## src/rtl/adc_capture_ctrl.sv

```systemverilog
// ADC capture controller: triggers, decimates and writes packed
// sample sets from the SYZYGY deserialiser into the sample FIFO.
//
// Ports:
//   adc_data_clk, reset    clock, synchronous active-high reset
//   adc_data, adc_valid    packed channel samples and their strobe
//   arm, abort             start a capture / return to IDLE
//   trig_mode, sw_trig     trigger source and software trigger
//   trig_level             signed level-trigger threshold
//   decim                  keep 1 of every decim+1 sample sets
//   capture_len            words per capture, 0 = continuous
//   fifo_prog_full         FIFO cannot accept a burst
//   fifo_busy              FIFO reset in progress
//   fifo_din, fifo_wr_en   FIFO write port
//   state, done            capture state and completion level
//   overflow               sticky, a kept sample was dropped
//   words_written          writes in the current capture
module adc_capture_ctrl #(
    parameter int NUM_CH   = 2,
    parameter int SAMPLE_W = 16,
    parameter int TRIG_CH  = 0
) (
    input  logic                       adc_data_clk,
    input  logic                       reset,
    input  logic [NUM_CH*SAMPLE_W-1:0] adc_data,
    input  logic                       adc_valid,
    input  logic                       arm,
    input  logic                       abort,
    input  logic [1:0]                 trig_mode,
    input  logic                       sw_trig,
    input  logic [SAMPLE_W-1:0]        trig_level,
    input  logic [15:0]                decim,
    input  logic [31:0]                capture_len,
    input  logic                       fifo_prog_full,
    input  logic                       fifo_busy,
    output logic [NUM_CH*SAMPLE_W-1:0] fifo_din,
    output logic                       fifo_wr_en,
    output logic [1:0]                 state,
    output logic                       done,
    output logic                       overflow,
    output logic [31:0]                words_written
);

    typedef enum logic [1:0] {
        S_IDLE  = 2'd0,
        S_ARMED = 2'd1,
        S_CAPT  = 2'd2,
        S_DONE  = 2'd3
    } state_t;

    state_t st_q, st_d;

    logic [1:0]                 mode_q;
    logic [15:0]                decim_q;
    logic [31:0]                len_q;
    logic signed [SAMPLE_W-1:0] lvl_q;
    logic signed [SAMPLE_W-1:0] prev_q;
    logic                       prev_vld_q;
    logic                       sw_pend_q;
    logic [15:0]                dcnt_q;

    logic signed [SAMPLE_W-1:0] cur;
    logic                       trig;
    logic                       fire;
    logic                       keep;
    logic                       blocked;
    logic                       wr;
    logic                       drop;
    logic                       last;
    logic                       arm_ok;
    logic [31:0]                ww_inc;

    assign cur = adc_data[TRIG_CH*SAMPLE_W +: SAMPLE_W];

    always_comb begin
        trig = 1'b0;
        case (mode_q)
            2'd0: trig = 1'b1;
            2'd1: trig = sw_pend_q | sw_trig;
            2'd2: trig = prev_vld_q
                       && (prev_q < lvl_q)
                       && (lvl_q <= cur);
            2'd3: trig = prev_vld_q
                       && (prev_q >= lvl_q)
                       && (lvl_q > cur);
            default: trig = 1'b0;
        endcase
    end

    always_comb begin
        fire    = (st_q == S_ARMED) && adc_valid && trig;
        // The triggering set is always kept; in CAPTURE the
        // decimation counter decides.
        keep    = fire
                || ((st_q == S_CAPT) && adc_valid
                    && (dcnt_q == 16'd0));
        blocked = fifo_prog_full | fifo_busy;
        wr      = keep && !blocked && !abort;
        drop    = keep && blocked && !abort;
        ww_inc  = words_written + 32'd1;
        last    = wr && (len_q != 32'd0) && (ww_inc == len_q);
        arm_ok  = arm && ((st_q == S_IDLE) || (st_q == S_DONE));

        st_d = st_q;
        if (abort) begin
            st_d = S_IDLE;
        end else if (arm_ok) begin
            st_d = S_ARMED;
        end else if (last) begin
            st_d = S_DONE;
        end else if (fire) begin
            st_d = S_CAPT;
        end
    end

    always_ff @(posedge adc_data_clk) begin
        if (reset) begin
            st_q          <= S_IDLE;
            mode_q        <= 2'd0;
            decim_q       <= 16'd0;
            len_q         <= 32'd0;
            lvl_q         <= '0;
            prev_q        <= '0;
            prev_vld_q    <= 1'b0;
            sw_pend_q     <= 1'b0;
            dcnt_q        <= 16'd0;
            fifo_din      <= '0;
            fifo_wr_en    <= 1'b0;
            overflow      <= 1'b0;
            words_written <= 32'd0;
        end else begin
            st_q       <= st_d;
            fifo_wr_en <= wr;
            if (wr) begin
                fifo_din <= adc_data;
            end

            if (arm_ok && !abort) begin
                mode_q        <= trig_mode;
                decim_q       <= decim;
                len_q         <= capture_len;
                lvl_q         <= trig_level;
                prev_vld_q    <= 1'b0;
                overflow      <= 1'b0;
                words_written <= 32'd0;
            end else begin
                if (wr) begin
                    words_written <= ww_inc;
                end
                if (drop) begin
                    overflow <= 1'b1;
                end
                if ((st_q == S_ARMED) && adc_valid) begin
                    prev_q     <= cur;
                    prev_vld_q <= 1'b1;
                end
            end

            // Pending software trigger lives only while ARMED.
            sw_pend_q <= (st_q == S_ARMED)
                      && (st_d == S_ARMED)
                      && (sw_pend_q || sw_trig);

            if (fire) begin
                dcnt_q <= decim_q;
            end else if ((st_q == S_CAPT) && adc_valid) begin
                if (dcnt_q == 16'd0) begin
                    dcnt_q <= decim_q;
                end else begin
                    dcnt_q <= dcnt_q - 16'd1;
                end
            end
        end
    end

    assign state = st_q;
    assign done  = (st_q == S_DONE);

endmodule

```

## config.mk

```make
export PLATFORM = sky130hd
export DESIGN_NAME = adc_capture_ctrl
export DESIGN_NICKNAME = d
export VERILOG_FILES = /design/src/rtl/adc_capture_ctrl.sv
export SDC_FILE = /design/constraint.sdc
export NUM_CORES = 1
export LEC_CHECK = 0
export ABC_AREA = 0
export BUFFER_PORTS_ARGS = -buffer_cell sky130_fd_sc_hd__clkbuf_2
export CORE_ASPECT_RATIO = 0.7
export CORE_UTILIZATION = 60
export CTS_CLUSTER_DIAMETER = 120
export DETAILED_ROUTE_END_ITERATION = 8
export PLACE_DENSITY = 0.86
export REMOVE_ABC_BUFFERS = 1
export SYNTH_ARGS = -nofsm -noshare
export SYNTH_HDL_FRONTEND = slang
export SYNTH_SLANG_ARGS = --single-unit
export TNS_END_PERCENT = 1
```

## constraint.sdc

```tcl
create_clock -name adc_data_clk -period 5.29 [get_ports adc_data_clk]
set_clock_uncertainty 0.15 [all_clocks]
set_input_delay 0.7935 -clock adc_data_clk [delete_from_list [all_inputs] [get_ports adc_data_clk]]
set_output_delay 0.7935 -clock adc_data_clk [all_outputs]
set_load 0.005 [all_outputs]
```

# Yosys cells after proc, flatten, opt, wreduce, memory -nomap -nowiden
# Cells that the tools add are included.
# word_totals
register_bits,168
wordCells,68
# classes
add_sub_neg,2
order_cmp,4
eq_ne,8
muxes,8
bitwise,3
reduce_logical,30
# ops
op,n
2-to-1 mux 16 bit,3
"adder 32 x 1 -> 32 bit, second input constant",1
equality test 32 bit,1
nonzero test 32 bit,1
logical AND 1 bit,18
greater-or-equal comparator 16 bit,1
> comparator 16 bit,1
less-or-equal comparator 16 bit,1
logical NOT 16 bit,1
less-than comparator 16 bit,1
"subtractor 16 x 1 -> 16 bit, second input constant",1
"equality test 2 bit, second input constant",4
2-to-1 mux 2 bit,4
"equality test 2 x 1 -> 1 bit, second input constant",3
logical NOT 2 bit,2
one-hot mux 1 bit (4 select lines),1
logical OR 1 bit,3
logical NOT 1 bit,2
OR 1 bit,2
AND reduction 2 bit,1
nonzero test 2 bit,1
OR reduction 2 bit,1
NOT 1 bit,1

# Depth between registers and ports, before layout
# logic_depth
depth_word,16
mapped_depth,13

# Least setup slack after synthesis
# Ideal clock, no wire load.
# synth_path
kind,input -> register
from,in adc_data[13]
to,reg words_written[11]
setup_time_ns,0.070
t_arrival_ns,3.313
path_slack_ns,1.756
path_stages,12
cell_sequence,inv_1 > ha_1 > a21o_1 > a2111o_1 > a21oi_1 > a31oi_1 > a2111oi_2 > o21a_1 > o21ai_2 > buf_2 > or4b_1 > a21oi_1
# synth_via
elab_chain_cells,7
elab_cells_between_ends,9
cone_classes,order compare (2); mux (1); reduce/logical (6)
# synth_lines
item,line,rtl
"start, declared",25,"input logic [NUM_CH*SAMPLE_W-1:0] adc_data,"
> comparator 16 bit / less-or-equal comparator 16 bit (equally long branches),"85, 82",
"logical AND 1 bit, on equally long branches","85, 82",
one-hot mux 1 bit (4 select lines) *,77,case (mode_q)
logical AND 1 bit *,91,fire = (st_q == S_ARMED) && adc_valid && trig;
logical OR 1 bit *,95,|| ((st_q == S_CAPT) && adc_valid
logical AND 1 bit * (2 in a row),98,wr = keep && !blocked && !abort;
"end signal, assigned",148,words_written <= ww_inc;
"end, declared",41,output logic [31:0] words_written
# Every way passes the cells marked *; elsewhere a longest branch is shown, timed or not.
# A chain may end at the register's enable or synchronous reset.

# Final worst setup path
# layout_path
from,reg words_written[0]
to,reg sw_pend_q
# layout_via
elab_chain_cells,9
# layout_lines
item,line,rtl
adder 32 x 1 -> 32 bit,100,ww_inc = words_written + 32'd1;
equality test 32 bit,101,last = wr && (len_q != 32'd0) && (ww_inc == len_q);
logical AND 1 bit,101,
2-to-1 mux 2 bit,109,end else if (last) begin
2-to-1 mux 2 bit,107,end else if (arm_ok) begin
2-to-1 mux 2 bit,105,if (abort) begin
equality test 2 x 1 -> 1 bit,161,&& (st_d == S_ARMED)
logical AND 1 bit,161,
logical AND 1 bit,162,&& (sw_pend_q || sw_trig);
"end signal, assigned",160,sw_pend_q <= (st_q == S_ARMED)
"end, declared",59,logic sw_pend_q;
# Every way passes these cells.

==> run summary <==
Status: finished, final reports clean
Layout area overhead: 17.9%
Design area: 10300 um2
Gr ovfl total: 0
Simple-gate share of the synthesized area: 27.6%
Routed wire length: 23800 um
GRT Total Usage: 31.8%
Largest net degree at the start of global routing: 75
Worst-margin pin slew: 1030 ps
DR vias: 8651
Post-CTS resize count: 0
Die Area: 15000 um2
Leak Pwr: 4.25 nW
RSZ-0062 raised after global routing: no
Pins Over Slew Limit: 0
Startpoint class of the critical path: flop
Worst endpoint required time: 5460 ps
Crit path kind: flop to flop
Placed cells: 1448
Fill cells: 1072
RePlAce Congestion: 0.904
Register bit count reported by yosys: 168
VDD IR max: 0.280 mV
H-tree lvl count: 4
Post-synthesis mux area share: 0.835%
Avg Inst Size Synth: 7.62 um2
CTS max path bufs: 2
Grt met1 use: 44.6%
Inserted Diodes: 0
TritonCTS clock tree: yes
Number of global-route vias before repair: 7621
Fraction of layout instances using a drive strength above 1: 18.9%
Clk_lat worst skew: 430 ps
Nets: 1420
Via density per instance: 5.85
Combinational family with the most area after synthesis: simple AND/OR/NAND/NOR gates
Critical Path AT: 4360 ps
M3 GR Usage: 5.71%
Top post-synthesis cells by area: dfxtp_1 (39%), nand2_1 (12%), a21oi_1 (9.6%)
Drt first-iter violations: 736
Clock Pin Slew Worst Setup and Hold Paths: 70 ps
Initial Utilization: 62.1%
Maxcap violations: 0
Synth Warn #: 0
Final Hold Fails: 0
Ys async rst share: 0%
Slew HR: 30.8%
I/O Buffers: 174
Cell variety after synth: 71
Residual DRC count: 0
DRT antenna net count: 0
Clock Root Buffer: clkbuf_16
HPWL Detailed: 16300 um
Seq/Total Area, Yosys: 38.7%
Die Y: 103 um
Routing usage on met2: 48.5%
Min-Delay Path Class: flop to flop
Synth Area in XOR/XNOR: 4.73%
TritonCTS buffer count: 17
Final setup TNS: 0 ps
Wire per inst: 16.1 um
Post-synth EDFFs: 0
Synth Area in Compound Gates: 17.7%
First-pass GRT wire length: 38000 um
Initial antenna violation count: 0
Endpoints failing setup: 0
Min cycle time layout: 4190 ps
Synth area leader: dfxtp_1
Critical path endpoint category: flop
Main flop type after synthesis: dfxtp_1
Cell Pwr Density: 285 nW/um2
CTS Hold Bufs: 0
Post-synth top area share: 38.7%
I/O pin total: 175
Router iterations before antenna repair: 5
Post-Place Cell Area: 9630 um2
Setup bufs post-CTS: 0
Synthesized area: 8700 um2
Non-Filler Instances: 1480
GRT busiest layer: met2
Cells after Synth: 1141
Core area: 14000 um2
CP max FO: 8
Synth Area in Adders: 5.32%
Rows: 36
Die W: 146 um
Fmax: 0.239 GHz
Clk sink count: 168
Crit share post-route: 79.1%
-- registers in the layout, indices dropped and copies added, names as in the netlist --
register,cells
state,2
prev_q,16
fifo_din,32
lvl_q,16
dcnt_q,16
overflow,1
decim_q,16
fifo_wr_en,1
words_written,32
mode_q,2
prev_vld_q,1
sw_pend_q,1
len_q,32
-- critical path, cell delays in order, from the launching register on --
cell       delay [ps]
dfxtp_1           520
ha_1              390
nand4_1           270
nor4_2            800
nand2_2           190
xor2_1            270
mux2_2            390
a2111oi_4         350
nand4_1           140
a221oi_1          350
and4bb_1          250
-- area by class of cell --
class                           instances  area (um2)  area share [%]
Clock inverter                         12         165            1.61
Tap cell                              190         238            2.32
Multi-Input combinational cell        860        4910            47.9
Sequential cell                       168        3360            32.8
Timing Repair Buffer                  185         956            9.32
Inverter                               45         169            1.65
Clock buffer                           20         457            4.45
-- Yosys cell counts (4+ instances only) --
| cell type | number |
|---|---|
| nor2_1 | 67 |
| xor2_1 | 22 |
| buf_1 | 5 |
| nand2b_1 | 5 |
| o2111ai_1 | 5 |
| dfxtp_1 | 168 |
| or2_2 | 4 |
| o21ai_0 | 20 |
| or4_1 | 19 |
| xnor2_1 | 25 |
| nand2_1 | 284 |
| nor4_1 | 17 |
| o31ai_1 | 7 |
| nor2b_1 | 8 |
| and3_1 | 12 |
| clkbuf_1 | 47 |
| nand3_1 | 17 |
| a21o_1 | 5 |
| nor3_1 | 20 |
| o211ai_1 | 11 |
| a31oi_1 | 8 |
| a21oi_1 | 167 |
| or3_1 | 8 |
| buf_2 | 13 |
| mux2i_1 | 5 |
| inv_1 | 45 |
| a31o_2 | 5 |
| and2_1 | 6 |
| nand4_1 | 18 |
| ha_1 | 37 |
| o22ai_1 | 7 |
-- metal layers --
metal	wire length, um	part of all wire (%)
met2	10100	43
met5	0	0
met3	2090	8.8
met4	639	2.7
met1	10900	46
-- final timing paths --
kind                         start          to  slack (ps)  depth (start not counted)
setup / recovery  words_written[0]   sw_pend_q        1100                         10
hold / removal          decim_q[4]  decim_q[4]         300                          2
setup reg to reg  words_written[0]   sw_pend_q        1100                         10
hold reg to reg         decim_q[4]  decim_q[4]         300                          2
-- kinds of logic (layout without fill, tap and decap cells) --
| group | Yosys count | after routing |
|---|---|---|
| xor gates and xnor gates | 47 | 47 |
| adders and majority gates | 37 | 37 |
| DFF | 168 | 168 |
| buffers and inverters | 113 | 262 |
| AOI/OAI and AO/OA | 261 | 261 |
| muxes | 7 | 7 |
| and+or+nand+nor | 508 | 508 |
-- cell usage in the layout (no fill, tap or decap), types with 11 or more instances in the layout --
master | netlist | final
nand3_1 | 17 | 17
o21ai_0 | 20 | 20
dfxtp_1 | 168 | 168
nor4_1 | 17 | 17
nor3_1 | 20 | 20
inv_1 | 45 | 45
buf_4 | 0 | 12
a21oi_1 | 167 | 166
ha_1 | 37 | 37
clkbuf_2 | 2 | 173
nor2_1 | 67 | 66
o211ai_1 | 11 | 11
clkbuf_16 | 0 | 17
nand2_1 | 284 | 284
or4_1 | 19 | 19
xnor2_1 | 25 | 25
xor2_1 | 22 | 22
and3_1 | 12 | 12
nand4_1 | 18 | 18
-- through the flow --
step | utilization, % | setup WS, ps | hold slack, ps | total power (W)
after floorplan | - | 328 | 280 | 0.00151
after global placement | 68.8 | 1190 | 291 | 0.00162
after detailed placement | 68.8 | 1070 | 299 | 0.00163
after CTS | 73.2 | 1240 | 308 | 0.00292
after global routing | 73.2 | 953 | 326 | 0.00301
final | 73.2 | 1100 | 305 | 0.00292
-- report_power, final --
part,switching (W),total (W),internal (W)
clock,0.000533,0.00131,0.000776
combinational,0.000181,0.000290,0.000109
sequential,0.0000285,0.00132,0.00130
Note: power is estimated with default switching activity, not from simulation.
